## config.mk

```make
export PLATFORM = sky130hd
export DESIGN_NAME = hazard_stall_ctrl
export DESIGN_NICKNAME = d
export VERILOG_FILES = /design/src/rtl/hazard_stall_ctrl.sv
export SDC_FILE = /design/constraint.sdc
export NUM_CORES = 1
export LEC_CHECK = 0
export BUFFER_PORTS_ARGS = -buffer_cell sky130_fd_sc_hd__buf_4
export CORE_MARGIN = 8
export CORE_UTILIZATION = 54
export CTS_CLUSTER_DIAMETER = 60
export DETAILED_ROUTE_END_ITERATION = 7
export PLACE_DENSITY = 0.86
export SYNTH_ARGS = -nofsm -noshare
export SYNTH_HDL_FRONTEND = slang
export SYNTH_SLANG_ARGS = --single-unit
```

## constraint.sdc

```tcl
create_clock -name clk -period 2.85 [get_ports clk]
set_clock_uncertainty 0.1 [all_clocks]
set_input_delay 0.1425 -clock clk [delete_from_list [all_inputs] [get_ports clk]]
set_output_delay 0.1425 -clock clk [all_outputs]
set_load 0.005 [all_outputs]
```

## src/rtl/hazard_stall_ctrl.sv

```systemverilog
// D-stage hazard detection and stall control for a 5-stage MIPS pipeline.
// Tracks E/M/W writers, emits stall, D-stage forward selects and a stall counter.
module hazard_stall_ctrl #(
   parameter int REG_AW = 5,
   parameter int CNT_W  = 16
) (
   input  logic              clk,
   input  logic              reset_n,
   input  logic [1:0]        tuse_rs,
   input  logic [1:0]        tuse_rt,
   input  logic [1:0]        tnew_d,
   input  logic [REG_AW-1:0] rs_d,
   input  logic [REG_AW-1:0] rt_d,
   input  logic [REG_AW-1:0] a3_d,
   output logic              stall,
   output logic              pc_en,
   output logic              fd_en,
   output logic              de_clr,
   output logic [1:0]        fwd_rs,
   output logic [1:0]        fwd_rt,
   output logic [CNT_W-1:0]  stall_cnt
);

   logic [REG_AW-1:0] a3_e;
   logic [REG_AW-1:0] a3_m;
   logic [REG_AW-1:0] a3_w;
   logic [1:0]        tnew_e;
   logic [1:0]        tnew_m;
   logic              stall_rs;
   logic              stall_rt;

   // Youngest matching writer decides; result is {stall, fwd}.
   function automatic logic [2:0] resolve(
      input logic [REG_AW-1:0] src,
      input logic [1:0]        tuse,
      input logic [REG_AW-1:0] ae,
      input logic [1:0]        te,
      input logic [REG_AW-1:0] am,
      input logic [1:0]        tm,
      input logic [REG_AW-1:0] aw
   );
      logic [2:0] res;
      res = 3'b000;
      if (src != '0) begin
         unique case (1'b1)
            (src == ae): res = (te > tuse) ? 3'b100 : 3'b001;
            (src != ae) && (src == am):
               res = (tm > tuse) ? 3'b100 : 3'b010;
            (src != ae) && (src != am) && (src == aw):
               res = 3'b011;
            default: res = 3'b000;
         endcase
      end
      return res;
   endfunction

   // Hazard resolution for both source operands.
   always_comb begin
      logic [2:0] r_rs;
      logic [2:0] r_rt;
      r_rs = resolve(rs_d, tuse_rs, a3_e, tnew_e, a3_m, tnew_m, a3_w);
      r_rt = resolve(rt_d, tuse_rt, a3_e, tnew_e, a3_m, tnew_m, a3_w);
      stall_rs = r_rs[2];
      stall_rt = r_rt[2];
      fwd_rs   = r_rs[1:0];
      fwd_rt   = r_rt[1:0];
      stall    = stall_rs | stall_rt;
      pc_en    = ~stall;
      fd_en    = ~stall;
      de_clr   = stall;
   end

   // Writer slots advance each edge; a stall injects a bubble into E.
   always_ff @(posedge clk or negedge reset_n) begin
      if (!reset_n) begin
         a3_e   <= '0;
         tnew_e <= '0;
         a3_m   <= '0;
         tnew_m <= '0;
         a3_w   <= '0;
      end else begin
         a3_w   <= a3_m;
         a3_m   <= a3_e;
         tnew_m <= (tnew_e == 2'd0) ? 2'd0 : tnew_e - 2'd1;
         if (stall) begin
            a3_e   <= '0;
            tnew_e <= '0;
         end else begin
            a3_e   <= a3_d;
            tnew_e <= tnew_d;
         end
      end
   end

   // Saturating count of stalled cycles.
   always_ff @(posedge clk or negedge reset_n) begin
      if (!reset_n) begin
         stall_cnt <= '0;
      end else if (stall && (stall_cnt != '1)) begin
         stall_cnt <= stall_cnt + 1'b1;
      end
   end

endmodule

```

* Word-level counts from Yosys, hierarchy flattened *
Index checks and enable logic that the tools add are counted.
W data, S select, Z words.

word-level totals
  input port bits = 23
  flip-flop bits (word level) = 35
  output and inout bits = 24

cells by class
  bitwise operators = 2
  add/sub/neg operators = 2
  reductions and logical operators = 10
  equal/unequal tests = 11
  multiplexer cells = 11
  $lt $le $gt $ge = 4

operator list
  operator                 count
  $eq A5 B5 Y1             6
  $ne A5 B5 Y1             4
  $mux W3                  6
  $pmux W3 S3              2
  $add A16 B1 Y16 const B  1
  $ne A16 B16 Y1 const B   1
  $reduce_bool A5 Y1       2
  $gt A2 B2 Y1             4
  $logic_and A1 B1 Y1      7
  $mux W5                  1
  $mux W2                  2
  $logic_not A2 Y1         1
  $sub A2 B1 Y2 const B    1
  $not A1 Y1               1
  $or A1 B1 Y1             1

* Logic depth before layout (Yosys ltp) *
  depth in word-level cells = 7
  mapped depth = 10
  mapped depth without buffers = 8

* Worst setup path before layout *
No wires, ideal clock.

  kind = reg-to-reg
  start point = reg stall_cnt[0]
  end point = reg stall_cnt[1]
  arrival = 2075 ps
  period minus slack after synthesis = 2300 ps
  stages on the path, launching flop included = 9
  library setup time = 125 ps
  buffers on the path = 1
  path slack = 550 ps
  cells stage by stage = dfrtp_1 > ha_1 > nand3_1 > or2_2 > nand2b_1 > nor2_1 > buf_2 > a21oi_2 > mux2_4

on the way
  cells in the longest elaborated chain, start to end = 2

ends and longest elaborated chain
  what                                                                     line  RTL
  start: declaration                                                       21    output logic [CNT_W-1:0] stall_cnt
  start signal: assignment                                                 100   stall_cnt <= stall_cnt + 1'b1;
  parallel branches: the longest is 2 deep, another holds $add A16 B1 Y16  n/a

Parallel ways; which one is timed is not known.
A chain may end at the register's enable or synchronous reset.

* Worst setup path in the final report *
  start point = reg tnew_m[1]
  end point = out stall

on the way
  cells in the longest elaborated chain, start to end = 5

ends and longest elaborated chain
  what                      line  RTL
  start: declaration        28    logic [1:0] tnew_m;
  start signal: assignment  84    tnew_m <= (tnew_e == 2'd0) ? 2'd0 : tnew_e - 2'd1;
  $gt A2 B2 Y1              48    res = (tm > tuse) ? 3'b100 : 3'b010;
  $mux W3                   48
  $pmux W3 S3               45    unique case (1'b1)
  $mux W3                   44    if (src != '0) begin
  $or A1 B1 Y1 *            67    stall = stall_rs | stall_rt;
  end: declaration          15    output logic stall,

Mark *: on every way between the ends. The rest lies on a longest branch, timed or not.

==> results list <==
- The flow ran to the end, and the final reports show no timing, DRC or antenna violations.
- Synthesized netlist cell count: 200
- Detailed-route wire length: 4900 um
- Number of buffers on the longest clock path: 2
- Measured slew at the worst slew-check pin: 545 ps
- During I/O placement, the number of pins put on the boundary was 47.
- Cell variety after synth: 40
* Crit. End Element: output pin
- Ranked by total cell area, the synthesized netlist is headed by sky130_fd_sc_hd__dfrtp_1 41%, sky130_fd_sc_hd__xnor2_1 9.9%, sky130_fd_sc_hd__xor2_1 7.4%.
- DRC marker count from the first detailed-route iteration: 114
- The clock reaches the later pin of the worst-skew pair after 290 ps.
* Antenna violations before repair: 0
- For this run, the top clock speed supported by timing is 0.369 GHz.
- Post-CTS Setup Inserts: 0
- The final layout contains 288 nets.
- The die is 78.7 um tall.
- Total area of sequential cells: 876 sq um
* FFs w/ async S/R, synth: 100%
- Final setup viols: 0
- Total number of vias: 1655
* Startpoint type of the worst setup path: flip-flop
- Largest voltage drop on the vdd net: 437 uV
* Leading register cell type out of synthesis: sky130_fd_sc_hd__dfrtp_1
- ANT cells: 0
- Summed over all nets, the half-perimeter wirelength after detailed placement is 3750 um.
* Area used by multi-input combinational logic: 1180 sq um
- Fraction of final layout cells sized beyond drive strength 1: 28.8%
* Global-route usage over all layers: 16.3%
- Post-place instance area: 2510 sq um
- Minimum period implied by the final worst setup slack: 2710 ps
- TritonCTS built the clock tree.
- The H-tree was split into 2 levels.
* Post-route setup TNS: 0 ps
- TritonCTS Buffers: 5
- Pin count of the biggest net entering global routing: 36
* Number of endpoints with negative hold slack in the final report: 0
- Relative to the synthesized area, the layout overhead comes to 25.5%.
* Overall die area: 6190 sq um
- Core area: 3720 sq um
- In this run the clock root is driven by a sky130_fd_sc_hd__clkbuf_8.
- I/O Buffers: 46
- Leakage dissipation: 1.20 nW
- CTS clk-pin slew, worst paths: 70 ps
- Critical path start-end classification: flip-flop to output pin
- The mapped netlist covers 2120 sq um.
- Initial standard-cell utilization of the core: 57.1%
- The initialized floorplan defines 22 standard-cell rows.
- The floorplan step set the die width to 78.7 um.
* Per-cell routed wire length: 16.1 um
- Fin. max-slew vios: 0
- In the routed design, unresolved DRC markers number 0.
* Count of flip-flops with a built-in enable after synthesis: 0
- Counting flops and latches in the post-synthesis netlist gives 35.
- Dividing total power by cell area gives a power density of 465 nW/um^2.
- The Yosys step of the flow raised 0 warnings.
- The count of nets left with antenna violations once routing finished came out at 0.
* Global-route wire length before repair: 8010 um
* Library cell with the largest summed area after synthesis: sky130_fd_sc_hd__dfrtp_1
* Data required time at the worst endpoint: 2610 ps
* Post-synth top area share: 41.2%
- Setup repair after global routing missed its margin: false
- In this run the worst hold path is classified as input port to flip-flop.
- Total of fill cells in the finished design: 277
- Summed area of non-filler cells in the final layout: 2660 sq um
- First-pass iteration count of the detailed router: 4
- In this run the mean area of a mapped cell was 10.6 sq um.
* Number of global-route vias before repair: 1641
* Headroom to the max-slew limit: 63.3%
- Max-cap check violation count: 0
- Along the worst path, the maximum fanout reaches 15.
- In the routed layout, each cell is associated on average with a via count of 5.43.
- Placer congestion estimate: 0.845
* Clock net sink count: 35
- CP Data Arrival Time: 2470 ps
- Dividing the final minimum period by the clock period gives 95.1%.
* Total power of the final layout: 1.24 mW
* Syn nets: 232
* Sequential element share of the synthesized area: 41.2%
- Overflow after GRT: 0
cells in the mapped netlist (4+ instances only):
cell and n:
sky130_fd_sc_hd__nor2b_1 5, sky130_fd_sc_hd__a211oi_1 6, sky130_fd_sc_hd__xnor2_1 24, sky130_fd_sc_hd__nand2_1 15
sky130_fd_sc_hd__nor3_1 4, sky130_fd_sc_hd__ha_1 9, sky130_fd_sc_hd__inv_1 8, sky130_fd_sc_hd__and3_1 7
sky130_fd_sc_hd__o21ai_0 4, sky130_fd_sc_hd__xor2_1 18, sky130_fd_sc_hd__nor2_1 10, sky130_fd_sc_hd__nand3_1 11
sky130_fd_sc_hd__dfrtp_1 35, sky130_fd_sc_hd__mux2_4 4
state kept, by name, summed over array words and instances (netlist names):
| name | cells |
|---|---|
| a3_e | 5 |
| a3_m | 5 |
| a3_w | 5 |
| stall_cnt | 16 |
| tnew_e | 2 |
| tnew_m | 2 |
final cells by class:
cell class,instances,area share (%)
Clock buffer,7,2.87
Clock inverter,1,0.188
Inverter,8,1.13
Multi-Input combinational cell,150,44.2
Sequential cell,35,32.9
Tap cell,48,2.25
Timing Repair Buffer,56,16.5
per-layer routing:
| metal | GRT usage [%] | wire, um | vias up |
|---|---|---|---|
| met5 | 0 | 0 | - |
| met4 | 6.11 | 63 | 0 |
| met3 | 5.29 | 344 | 6 |
| met2 | 26.8 | 2470 | 53 |
| met1 | 19.3 | 2020 | 792 |
| li1 | - | - | 804 |
metrics by stage:
stage               worst slack [ps]  hold WS (ps)  utilization (%)  cells
detailed placement               272          18.6             67.6    291
floorplan                        550          -253                -    200
finish                           140          7.19             71.7    305
global route                    24.0          9.33             71.7    305
CTS                             10.7          9.02             71.4    305
global placement                 364          15.7             67.6    291
worst paths after layout:
path                       startpoint       endpoint  slack (ps)  depth (start not counted)
max                         tnew_m[1]          stall         140                         10
min reg2reg                   a3_m[0]        a3_w[0]         340                          0
max in group asynchronous     reset_n      tnew_m[1]        2100                          2
min in group asynchronous     reset_n  stall_cnt[14]         240                          2
min                           a3_d[0]        a3_e[0]           7                          2
max reg2reg                 tnew_m[1]   stall_cnt[8]         320                          6
cells by family (layout without fill, tap and decap cells):
family / count (synthesis) / after routing / synth area share [%]
AOI/OAI and AO/OA: 25 / 25 / 12.0
xor gates and xnor gates: 42 / 42 / 17.3
buffers and inverters: 15 / 72 / 3.65
and+or+nand+nor: 69 / 69 / 17.2
DFF: 35 / 35 / 41.2
adders and majority gates: 9 / 9 / 5.30
muxes: 5 / 5 / 3.30
power by group:
group / internal (mW) / leakage (nW) / total [mW] / switching (mW)
Combinational: 0.161 / 0.727 / 0.291 / 0.130
Sequential: 0.545 / 0.433 / 0.605 / 0.0597
Clock: 0.171 / 0.0422 / 0.343 / 0.172
placed cells by master (no fill, tap or decap), types with 3 or more instances in the layout:
master / netlist / final
sky130_fd_sc_hd__buf_4: 3 / 49
sky130_fd_sc_hd__dfrtp_1: 35 / 35
sky130_fd_sc_hd__xnor2_1: 24 / 24
sky130_fd_sc_hd__xor2_1: 18 / 18
sky130_fd_sc_hd__nand2_1: 15 / 15
sky130_fd_sc_hd__nand3_1: 11 / 11
sky130_fd_sc_hd__nor2_1: 10 / 10
sky130_fd_sc_hd__ha_1: 9 / 9
sky130_fd_sc_hd__inv_1: 8 / 8
sky130_fd_sc_hd__and3_1: 7 / 7
sky130_fd_sc_hd__a211oi_1: 6 / 6
sky130_fd_sc_hd__dlygate4sd3_1: 0 / 6
sky130_fd_sc_hd__nor2b_1: 5 / 5
sky130_fd_sc_hd__clkbuf_8: 0 / 5
sky130_fd_sc_hd__nor3_1: 4 / 4
sky130_fd_sc_hd__mux2_4: 4 / 4
sky130_fd_sc_hd__nand2b_1: 3 / 3
sky130_fd_sc_hd__a21oi_2: 3 / 3
sky130_fd_sc_hd__a2111oi_0: 3 / 3
worst max-delay path, cell delays in order, from the launching register on:
cell and delay (ps):
sky130_fd_sc_hd__dfrtp_1 380, sky130_fd_sc_hd__ha_1 290, sky130_fd_sc_hd__nor2b_1 130, sky130_fd_sc_hd__o21ai_0 200, sky130_fd_sc_hd__nor3_1 140, sky130_fd_sc_hd__a211oi_4 250
sky130_fd_sc_hd__buf_6 220, sky130_fd_sc_hd__buf_4 170, sky130_fd_sc_hd__and2_1 180, sky130_fd_sc_hd__inv_1 70, sky130_fd_sc_hd__buf_4 130
repair_timing:
action	in CTS	in global routing
hold buffers	6	0
setup endpoints to repair	0	5
resized for setup	0	5
hold endpoints to repair	40	0
(Power assumes the default switching activity.)
